**config.mk**
```make
export PLATFORM = sky130hd
export DESIGN_NAME = icc_tx_sched
export DESIGN_NICKNAME = d
export VERILOG_FILES = /design/src/rtl/icc_tx_sched.sv
export SDC_FILE = /design/constraint.sdc
export NUM_CORES = 1
export LEC_CHECK = 0
export ABC_AREA = 0
export BUFFER_PORTS_ARGS = -buffer_cell sky130_fd_sc_hd__buf_2
export CAP_MARGIN = 20
export CORE_MARGIN = 2
export CORE_UTILIZATION = 55
export DETAILED_ROUTE_END_ITERATION = 16
export GPL_TIMING_DRIVEN = 0
export HOLD_SLACK_MARGIN = 0.05
export PLACE_DENSITY = 0.78
export SETUP_SLACK_MARGIN = 0.1
export SKIP_LAST_GASP = 1
export SYNTH_ARGS = -nofsm -noshare
export SYNTH_HDL_FRONTEND = slang
export SYNTH_SLANG_ARGS = --single-unit
```
**constraint.sdc**
```tcl
create_clock -name txclk -period 3.2 [get_ports txclk]
set_input_delay 0.8 -clock txclk [delete_from_list [all_inputs] [get_ports txclk]]
set_output_delay 0.8 -clock txclk [all_outputs]
set_load 0.05 [all_outputs]
```
**src/rtl/icc_tx_sched.sv**
```systemverilog
// ICC GT TX lane scheduler: align K-chars, sync frames, user data.
// Fixed priority with a forced idle comma to keep far-end alignment.
module icc_tx_sched #(
  parameter int IDLE_GAP = 256,
  parameter bit SIM      = 1'b0
) (
  input  logic        txclk,
  input  logic        rstn,
  input  logic        rxbyteisaligned,
  input  logic        alignrequest,
  input  logic        sync_req,
  input  logic [4:0]  sync_action,
  input  logic [63:0] sync_word,
  output logic        sync_ack,
  output logic        sync_done,
  output logic        sync_abort,
  input  logic [15:0] din,
  input  logic        din_valid,
  output logic        din_ready,
  output logic [15:0] txdata,
  output logic [1:0]  txcharisk
);

  localparam int GAP = SIM ? 16 : IDLE_GAP;
  localparam int GW  = $clog2(GAP + 1);

  localparam logic [15:0] ALIGNREQ = 16'h01bc;
  localparam logic [15:0] COMMA    = 16'h00bc;

  typedef enum logic [1:0] {
    UNALIGNED = 2'd0,
    RUN       = 2'd1,
    SYNC      = 2'd2
  } state_t;

  state_t        state;
  state_t        state_n;
  logic [2:0]    idx;
  logic [2:0]    idx_n;
  logic [4:0]    act_q;
  logic [63:0]   word_q;
  logic [GW-1:0] gap;
  logic [GW-1:0] gap_n;
  logic          gap_full;
  logic [15:0]   data_n;
  logic [1:0]    k_n;
  logic          ack_n;
  logic          done_n;
  logic          abort_n;
  logic          latch;

  function automatic logic [15:0] frame_word(
    input logic [4:0]  act,
    input logic [2:0]  i,
    input logic [63:0] w
  );
    return {act, i, w[{~i, 3'b000} +: 8]};
  endfunction

  assign gap_full = (gap == GW'(GAP));

  assign din_ready = (state == RUN)
                   & rxbyteisaligned
                   & ~alignrequest
                   & ~gap_full
                   & ~sync_req;

  always_comb begin
    state_n = state;
    idx_n   = idx;
    data_n  = COMMA;
    k_n     = 2'b01;
    ack_n   = 1'b0;
    done_n  = 1'b0;
    abort_n = 1'b0;
    latch   = 1'b0;
    unique case (state)
      UNALIGNED: begin
        data_n = ALIGNREQ;
        if (rxbyteisaligned) state_n = RUN;
      end
      RUN: begin
        if (!rxbyteisaligned) begin
          data_n  = ALIGNREQ;
          state_n = UNALIGNED;
        end else if (alignrequest || gap_full) begin
          data_n = COMMA;
        end else if (sync_req) begin
          ack_n   = 1'b1;
          latch   = 1'b1;
          idx_n   = 3'd1;
          state_n = SYNC;
          data_n  = frame_word(sync_action, 3'd0,
                               sync_word);
          k_n     = 2'b00;
        end else if (din_valid) begin
          data_n = din;
          k_n    = 2'b00;
        end
      end
      SYNC: begin
        if (!rxbyteisaligned) begin
          data_n  = ALIGNREQ;
          abort_n = 1'b1;
          state_n = UNALIGNED;
        end else if (!alignrequest) begin
          data_n = frame_word(act_q, idx, word_q);
          k_n    = 2'b00;
          idx_n  = idx + 3'd1;
          if (idx == 3'd7) begin
            done_n  = 1'b1;
            state_n = RUN;
          end
        end
      end
      default: begin
        data_n  = ALIGNREQ;
        state_n = UNALIGNED;
      end
    endcase
  end

  // Any K word restarts the run; non-K words saturate at the limit.
  always_comb begin
    gap_n = gap;
    if (k_n != 2'b00) gap_n = '0;
    else if (!gap_full) gap_n = gap + GW'(1);
  end

  always_ff @(posedge txclk or negedge rstn) begin
    if (!rstn) begin
      state      <= UNALIGNED;
      idx        <= 3'd0;
      act_q      <= 5'd0;
      word_q     <= 64'd0;
      gap        <= '0;
      txdata     <= ALIGNREQ;
      txcharisk  <= 2'b01;
      sync_ack   <= 1'b0;
      sync_done  <= 1'b0;
      sync_abort <= 1'b0;
    end else begin
      state      <= state_n;
      idx        <= idx_n;
      gap        <= gap_n;
      txdata     <= data_n;
      txcharisk  <= k_n;
      sync_ack   <= ack_n;
      sync_done  <= done_n;
      sync_abort <= abort_n;
      if (latch) begin
        act_q  <= sync_action;
        word_q <= sync_word;
      end
    end
  end

endmodule

```
==> reports/qor.txt <==
STATUS
----------------------------------------------------------------------------------
Status .............................................................. finished clean

CLOCK NETWORK
----------------------------------------------------------------------------------
Hold-fix buffers at CTS .............................................            0
Setup bufs post-CTS .................................................            0
Clock latency on the worst-skew pair ................................      0.36 ns
Reg clk slew, reported paths ........................................      0.09 ns
Total CTS buffers ...................................................            9
Number of buffers on the longest clock path .........................            2
Clock tree sinks ....................................................          103
TritonCTS clock tree ................................................        built
Clock H-tree levels .................................................            3
CTS Root Cell .......................................................     clkbuf_8

TIMING
----------------------------------------------------------------------------------
Unrepaired setup endpoints after global routing .....................        false
Final setup viols ...................................................            0
Final period utilization ............................................       0.9321
Worst Clk Skew ......................................................   0.01170 ns
Setup_tns ...........................................................         0 ns
Tightest hold margin ................................................    0.3765 ns
Max-slew violations .................................................            0
Crit path setup slack, layout .......................................    0.2172 ns
Minimum clock period after layout ...................................     2.983 ns
Number of hold violations in the final report .......................            0
Max frequency .......................................................   0.3353 GHz
Rel. slew slack .....................................................       0.5611
Worst-Margin Slew ...................................................    0.6572 ns

PLACED DESIGN
----------------------------------------------------------------------------------
Post-placement worst setup slack ....................................    0.4920 ns
RD Place Congestion .................................................       0.8377
Placed Cells ........................................................          587
Dpl hpwl ............................................................     8.321 mm
Port Buffer Count ...................................................          111

CELLS AND AREA
----------------------------------------------------------------------------------
Nets ................................................................          589
Layout Area Growth over Synthesis ...................................       20.25%
Share of post-route cells with drive strength above 1 ...............       0.4848
Area occupied by multi-input gates .................................. 0.002128 sq mm
Antenna Diode Count .................................................            0
Seq. cell area ...................................................... 0.002586 sq mm
Cell Count, Final, Fillers Out ......................................          603
Final core utilization ..............................................       0.6763
Count of fill cells added during filler insertion ...................          650

SYNTHESIS
----------------------------------------------------------------------------------
Unique cell type count in the Yosys netlist .........................           50
Mapped Nets .........................................................          466
Synthesized area per cell ...........................................  13.30 sq um
Most used flip-flop cell after synthesis ............................      dfrtp_1
Flop and latch count out of synthesis ...............................          103
Count of warnings emitted by yosys ..................................            0
Async set or reset register ratio after synthesis ...................        1.000
Sequential share of the synthesized area ............................       0.5299
Post-synth EDFFs ....................................................            0
Synth Cell Area ..................................................... 0.004881 sq mm
Gate count of the mapped netlist ....................................          367

GLOBAL ROUTE
----------------------------------------------------------------------------------
Wire length of the first global-routing pass ........................     18.24 mm
Pin count of the biggest net entering global routing ................           72
Number of global-route vias before repair ...........................         3591
Overall Global Routing Usage ........................................       0.2431
Number of antenna violations at the first check in global routing ...            0
Total global routing overflow .......................................            0

DIE
----------------------------------------------------------------------------------
I/O pin total .......................................................          113
Die Outline Area .................................................... 0.009644 sq mm
FP Rows .............................................................           34
Total core area ..................................................... 0.008678 sq mm
Vertical die dimension .............................................. 98.21 microns
Starting utilization of the core area ...............................       0.5624
Die boundary width .................................................. 98.21 microns

ROUTING
----------------------------------------------------------------------------------
DR DRC count ........................................................            0
Count of TritonRoute iterations in the first routing pass ...........            5
Avg Vias per Cell ...................................................        5.796
Remaining number of nets flagged by the antenna check after routing .            0
Vias after detailed routing .........................................         3495
WL/cell ............................................................. 18.57 microns
Violation count after the first detailed-routing iteration ..........          189
Overall routed net length ...........................................     11.20 mm

SETUP PATH
----------------------------------------------------------------------------------
Type of element capturing the critical path .........................  output port
Required @ worst endpoint ...........................................      2.40 ns
Type of origin of the critical path .................................     register
Worst Path Max Fanout ...............................................           10
Signal arrival time at the worst endpoint ...........................      2.18 ns
Worst setup path category ........................................... register to output port
Reg2reg path depth ..................................................            8

POWER
----------------------------------------------------------------------------------
Pwr Density ......................................................... 882.3 mW/mm^2
Max VDD drop ........................................................  0.0004134 V
Leak Pwr ............................................................     2.745 nW

HOLD PATH
----------------------------------------------------------------------------------
Hold Crit Class ..................................................... input pin to async pin

RUN
----------------------------------------------------------------------------------
Max Cap Viol ........................................................            0

[cell usage in the layout, fill, tap and decap left out, types with 5 or more instances in the layout]
master,instances
and3_1,5
mux4_2,12
inv_1,11
buf_2,118
nor2_1,16
dfstp_2,7
a22oi_1,11
dfrtp_1,96
o21ai_0,6
mux2i_1,9
a21oi_1,12
ha_1,8
nand2_1,9
clkbuf_1,8
xor2_1,6
nand2b_1,7
mux2_2,70
nor2b_1,5
o211ai_1,6
clkbuf_8,9
nand3_1,10
[metrics by stage]
stage / power (mW) / cell area [sq um]
after floorplan: 3.595 / 4881
after global placement: 4.044 / 5572
after detailed placement: 4.143 / 5602
after CTS: 5.193 / 5859
after global routing: 5.453 / 5869
final: 5.178 / 5869
[synthesized netlist by cell type (2+ instances only)]
library cell / n / share of area
dfrtp_1: 96 / 0.49
mux2_2: 70 / 0.16
nor2_1: 16 / 0.012
a21oi_1: 12 / 0.012
mux4_2: 12 / 0.055
a22oi_1: 11 / 0.017
inv_1: 11 / 0.0085
buf_2: 10 / 0.010
nand3_1: 10 / 0.010
mux2i_1: 9 / 0.018
nand2_1: 9 / 0.0069
ha_1: 8 / 0.021
dfstp_2: 7 / 0.038
nand2b_1: 7 / 0.0090
o211ai_1: 6 / 0.0092
o21ai_0: 6 / 0.0062
xor2_1: 6 / 0.011
and3_1: 5 / 0.0064
clkbuf_1: 5 / 0.0038
nor2b_1: 5 / 0.0064
a221o_1: 4 / 0.0082
mux2_4: 4 / 0.012
buf_6: 3 / 0.0069
a211oi_1: 2 / 0.0031
a32o_1: 2 / 0.0041
buf_1: 2 / 0.0015
buf_4: 2 / 0.0031
nand3b_1: 2 / 0.0031
nand4_1: 2 / 0.0026
o22ai_1: 2 / 0.0026
o32ai_1: 2 / 0.0036
[worst max-delay path: stages, from the launching register on]
cell and delay (ns):
dfrtp_1 0.48, inv_1 0.07, ha_1 0.19, and4bb_2 0.29, a21oi_4 0.19, buf_4 0.21, and3_1 0.17, clkbuf_4 0.22
[layer usage]
layer,global-route usage,share of wire,vias to the layer above
met5,0,0,-
met1,0.3232,0.42,1757
met4,0.08325,0.022,0
li1,-,-,1582
met3,0.03722,0.057,20
met2,0.4125,0.51,136
[power breakdown]
part | total, mW | internal (mW) | switching [mW]
sequential | 2.14 | 1.85 | 0.288
clock | 1.04 | 0.601 | 0.443
combinational | 2.00 | 0.991 | 1.01
[kinds of logic (layout without fill, tap and decap cells)]
| group | Yosys count | after routing | share of synthesized area |
|---|---|---|---|
| AND/OR/NAND/NOR | 64 | 64 | 0.07332 |
| other | 1 | 1 | 0.0007683 |
| XOR/XNOR | 7 | 7 | 0.01256 |
| multiplexers | 95 | 95 | 0.2476 |
| AO/OA/AOI/OAI | 54 | 54 | 0.07972 |
| flip-flops | 103 | 103 | 0.5299 |
| adder cells (fa/ha/maj) | 8 | 8 | 0.02051 |
| buffers and inverters | 35 | 163 | 0.03563 |
[layout make-up]
type                       instances  area share
buffer                            22     0.02174
clock buffer                      12     0.02302
clock inverter                     4     0.02046
inverter                          13    0.008314
multi-input combinational        229      0.3626
sequential                       103      0.4406
tap                              108     0.02302
timing repair buffer             112      0.1002
[state kept, by name (all words and copies together) (netlist names)]
name / count
act_q: 5
sync_abort: 1
sync_done: 1
state: 2
idx: 3
sync_ack: 1
txcharisk: 1
txdata: 16
gap: 9
word_q: 64
[worst paths after layout]
| kind | start | slack [ns] | end |
|---|---|---|---|
| worst max-delay path | gap[0]$_DFFE_PN0P_ | 0.22 | din_ready |
| worst min-delay path | rstn | 0.38 | gap[6]$_DFFE_PN0P_ |
| worst max register to register | gap[0]$_DFFE_PN0P_ | 0.94 | word_q[55]$_DFFE_PN0P_ |
| worst min register to register | word_q[54]$_DFFE_PN0P_ | 0.51 | word_q[54]$_DFFE_PN0P_ |
| max in group asynchronous | rstn | 2.15 | word_q[37]$_DFFE_PN0P_ |
| min in group txclk | word_q[54]$_DFFE_PN0P_ | 0.51 | word_q[54]$_DFFE_PN0P_ |
[what timing repair did]
item | CTS | global route
endpoints found under the setup margin | 1 | 1
gates resized for setup | 1 | 2
endpoints found under the hold margin | 0 | 0
No activity file was read; power rests on OpenSTA's default activity.
